**config.mk**
```make
export PLATFORM = sky130hd
export DESIGN_NAME = rst_seq
export DESIGN_NICKNAME = d
export VERILOG_FILES = /design/src/rtl/rst_seq.sv
export SDC_FILE = /design/constraint.sdc
export NUM_CORES = 1
export LEC_CHECK = 0
export ABC_AREA = 1
export BUFFER_PORTS_ARGS = -buffer_cell sky130_fd_sc_hd__buf_2
export CORE_MARGIN = 2
export CORE_UTILIZATION = 45
export CTS_BUF_LIST = sky130_fd_sc_hd__clkbuf_8
export DETAILED_ROUTE_END_ITERATION = 7
export SLEW_MARGIN = 20
export SYNTH_ARGS = -nofsm -noshare
export SYNTH_HDL_FRONTEND = slang
export SYNTH_SLANG_ARGS = --single-unit
```
**constraint.sdc**
```tcl
create_clock -name clk -period 3.26 [get_ports clk]
set_input_delay 0.163 -clock clk [delete_from_list [all_inputs] [get_ports clk]]
set_output_delay 0.163 -clock clk [all_outputs]
set_load 0.02 [all_outputs]
```
**src/rtl/rst_seq.sv**
```systemverilog
// Reset sequencer: synchronises the board reset, then releases core, codec and
// datapath resets in order with programmable dwell times. sw_rst restarts the sequence.
module rst_seq #(
  parameter int unsigned HOLD_CYC   = 16,
  parameter int unsigned CODEC_HOLD = 1024,
  parameter int unsigned CODEC_WAKE = 2048,
  parameter int unsigned CNT_W      = 16
) (
  input  logic clk,
  input  logic RST_n,
  input  logic sw_rst,
  output logic core_rst_n,
  output logic codec_rst_n,
  output logic dp_rst_n,
  output logic seq_done,
  output logic busy
);

  localparam logic [1:0] S_HOLD = 2'd0;
  localparam logic [1:0] S_CORE = 2'd1;
  localparam logic [1:0] S_WAKE = 2'd2;
  localparam logic [1:0] S_RUN  = 2'd3;

  // Terminal counts: a transition fires on the edge where cnt == N-1.
  localparam logic [CNT_W-1:0] HOLD_LAST  = CNT_W'(HOLD_CYC - 1);
  localparam logic [CNT_W-1:0] CORE_LAST  = CNT_W'(CODEC_HOLD - 1);
  localparam logic [CNT_W-1:0] WAKE_LAST  = CNT_W'(CODEC_WAKE - 1);

  logic             sync1_q, rel_q;
  logic [1:0]       state_q, state_d;
  logic [CNT_W-1:0] cnt_q, cnt_d;
  logic             core_q, codec_q, dp_q, done_q;

  always_ff @(posedge clk or negedge RST_n) begin
    if (!RST_n) begin
      sync1_q <= 1'b0;
      rel_q   <= 1'b0;
    end else begin
      sync1_q <= 1'b1;
      rel_q   <= sync1_q;
    end
  end

  always_comb begin
    state_d = state_q;
    cnt_d   = cnt_q;
    case (state_q)
      S_HOLD: begin
        if (!rel_q) begin
          cnt_d = '0;
        end else if (cnt_q == HOLD_LAST) begin
          state_d = S_CORE;
          cnt_d   = '0;
        end else begin
          cnt_d = cnt_q + CNT_W'(1);
        end
      end
      S_CORE: begin
        if (cnt_q == CORE_LAST) begin
          state_d = S_WAKE;
          cnt_d   = '0;
        end else begin
          cnt_d = cnt_q + CNT_W'(1);
        end
      end
      S_WAKE: begin
        if (cnt_q == WAKE_LAST) begin
          state_d = S_RUN;
          cnt_d   = '0;
        end else begin
          cnt_d = cnt_q + CNT_W'(1);
        end
      end
      S_RUN: begin
        cnt_d = '0;
      end
      default: begin
        state_d = S_HOLD;
        cnt_d   = '0;
      end
    endcase
    // Software reset overrides any dwell transition on the same edge.
    if (sw_rst) begin
      state_d = S_HOLD;
      cnt_d   = '0;
    end
  end

  // Outputs decode the next state so they change on the transition edge itself.
  always_ff @(posedge clk or negedge RST_n) begin
    if (!RST_n) begin
      state_q <= S_HOLD;
      cnt_q   <= '0;
      core_q  <= 1'b0;
      codec_q <= 1'b0;
      dp_q    <= 1'b0;
      done_q  <= 1'b0;
    end else begin
      state_q <= state_d;
      cnt_q   <= cnt_d;
      core_q  <= (state_d != S_HOLD);
      codec_q <= (state_d == S_WAKE) || (state_d == S_RUN);
      dp_q    <= (state_d == S_RUN);
      done_q  <= (state_d == S_RUN);
    end
  end

  assign core_rst_n  = core_q;
  assign codec_rst_n = codec_q;
  assign dp_rst_n    = dp_q;
  assign seq_done    = done_q;
  assign busy        = ~done_q;

endmodule

```
==> out/results.tsv <==
metric	value	unit
min_path_cells	4	
setup_viol	0	
setup-tns-final	0	ps
clock_latency	260	ps
min_to	state_q[0]$_DFF_PN0_	
die-area	3227	sq um
antenna_found_initial	0	
antenna_left	0	
crit_path_end_kind	register	
cts_setup_buffers	0	
via_count	933	
cp_max_fo	16	
worstRegToRegCells	6	
clk_pin_slew_worst_paths	80	ps
grt_setup_unrepaired	no	
ys_ff_latch	23	
period_minus_slack	1534	ps
worst_clock_skew	2.836	ps
grtUsageTotal	0.1556	
drc	0	
final_nets	167	
cts_resized	0	
wl_per_cell	11.08	microns
io_pins	8	
synth.distinct_cells	21	
first_pass_iters	4	
utilization	0.4972	
slew_headroom	0.6642	
core-area	2710	sq um
required	3440	ps
rrSetupSlack	1730	ps
worstPathArrival	1710	ps
syn-mean-instance-area	8.149	sq um
numCtsBuffers	3	
routed_wl	2138	microns
cts_hold_buf	1	
cts_tree	built	
syn2layout_area_growth	7.378	%
met3_usage	0.02765	
power.leakage	0.6959	nW
grt_max_degree	24	
worstHoldStart	sw_rst	
place_congestion	0.7905	
first_iter_violations	21	
crit-reg2reg-launch	cnt_q[0]$_DFF_PN0_	
busiest_layer	met2	
drive_gt1_frac	0.1605	
path_class	reg2reg	
use_met1	0.2234	
syn_nets	158	
syn_inst	154	
cap_violations	0	
h-tree-depth	1	
powerDensity	355.3	nW/um^2
outcome	completed	
overflow	0	
synthesis.area	1255	sq um
seq_area_frac_synth	0.4586	
reg2reg_to	cnt_q[1]$_DFF_PN0_	
timing.fmax	651.8	MHz
start_util	0.4631	
vias_per_cell	4.834	
clk_path_buf_depth	2	
clock-root-buffer	clkbuf_8	
cts_sinks	23	
tightestPinTransition	503.7	ps
slew_violations	0	
period_share	0.4706	
vdd_drop_max	0.0002544	V
num_rows	19	
ys_warn_count	0	
hpwl	1577	microns
numPortBuffers	7	
grt_pass1_vias	900	
p_total	0.4788	mW
die_w	56.81	microns
antenna_cells	0	
grt_use_met2	0.2392	
grt_pass1_wl	3988	microns
finalHoldViolations	0	
worst_setup_path_start_kind	register	
min_path_type	in2reg	
die_h	56.81	microns
-- cell usage in the layout (no fill, tap or decap), drive strengths merged --
cell and instances:
a21boi 1, a21oi 15, buf 7, clkbuf 3
clkinv 1, conb 1, dfrtp 23, dlygate4sd3 1
ha 1, inv 24, nand2 37, nand3 11
nand4 3, nor2 22, xnor2 3, xor2 9
-- registers in the layout, summed over array words and instances (netlist names) --
signal       count
codec_rst_n      1
state_q          2
cnt_q           16
core_rst_n       1
seq_done         1
rel_q            1
sync1_q          1
-- final cells by class --
| type | count | area, sq um |
|---|---|---|
| Tap cell | 31 | 38.79 |
| Multi-Input combinational cell | 103 | 551.8 |
| Inverter | 24 | 90.09 |
| Clock inverter | 1 | 5.005 |
| Sequential cell | 23 | 575.6 |
| Fill cell | 261 | 1363 |
| Timing Repair Buffer | 8 | 45.04 |
| Clock buffer | 3 | 41.29 |
-- synth_stat cells (all sizes together) --
cell type | count | area, sq um
nand4 | 3 | 18.77
xnor2 | 3 | 26.28
nand2 | 37 | 158.9
a21oi | 15 | 75.07
clkbuf | 1 | 7.510
ha | 1 | 12.51
buf | 3 | 30.03
dfrtp | 23 | 575.6
nor2 | 22 | 100.1
conb | 1 | 3.750
a21boi | 1 | 7.510
nand3 | 11 | 70.07
inv | 24 | 90.08
xor2 | 9 | 78.83
-- report_power, final --
| group | internal, mW | switching (mW) |
|---|---|---|
| Combinational | 0.00336 | 0.0103 |
| Clock | 0.0853 | 0.0912 |
| Sequential | 0.287 | 0.00134 |
| Total | 0.376 | 0.103 |
-- worst max-delay path by stage --
stage / cells after the start / slack (ps) / endpoint / from
finish: 6 / 1730 / cnt_q[1]$_DFF_PN0_ / cnt_q[0]$_DFF_PN0_
global route: 6 / 1570 / cnt_q[10]$_DFF_PN0_ / cnt_q[0]$_DFF_PN0_
CTS: 6 / 1680 / cnt_q[1]$_DFF_PN0_ / cnt_q[0]$_DFF_PN0_
detailed placement: 6 / 1700 / cnt_q[1]$_DFF_PN0_ / cnt_q[0]$_DFF_PN0_
global placement: 6 / 1770 / cnt_q[1]$_DFF_PN0_ / cnt_q[0]$_DFF_PN0_
floorplan: 9 / 1860 / cnt_q[9]$_DFF_PN0_ / cnt_q[0]$_DFF_PN0_
-- routing by layer --
layer	up-vias	share of wire
met1	435	0.49
met2	8	0.46
met3	4	0.025
met5	-	0
li1	486	-
met4	0	0.015
-- critical path, cell delays in order, from the launching register on --
cell      delay [ps]
dfrtp_1          410
ha_1             260
nand3_2          120
nor2_1            70
nand2_1           70
nand3_2          260
a21boi_0         270
-- logic make-up after synthesis --
group	after synthesis	share of synthesized area
AOI/OAI and AO/OA	16	0.06580
xor gates and xnor gates	12	0.08376
adders and majority gates	1	0.009968
buffers and inverters	28	0.1017
DFF	23	0.4586
other	1	0.002988
and+or+nand+nor	73	0.2772
-- through the flow --
| stage | setup slack [ps] | hold slack (ps) | std cells | instance area (sq um) |
|---|---|---|---|---|
| after floorplan | 1861 | -132.6 | 154 | 1255 |
| after global placement | 1767 | 164.2 | 188 | 1291 |
| after detailed placement | 1701 | 175.8 | 188 | 1291 |
| after CTS | 1683 | 190.6 | 193 | 1348 |
| after global routing | 1567 | 210.3 | 193 | 1348 |
| final | 1726 | 198.3 | 193 | 1348 |
Note: power is estimated with default switching activity, not from simulation.
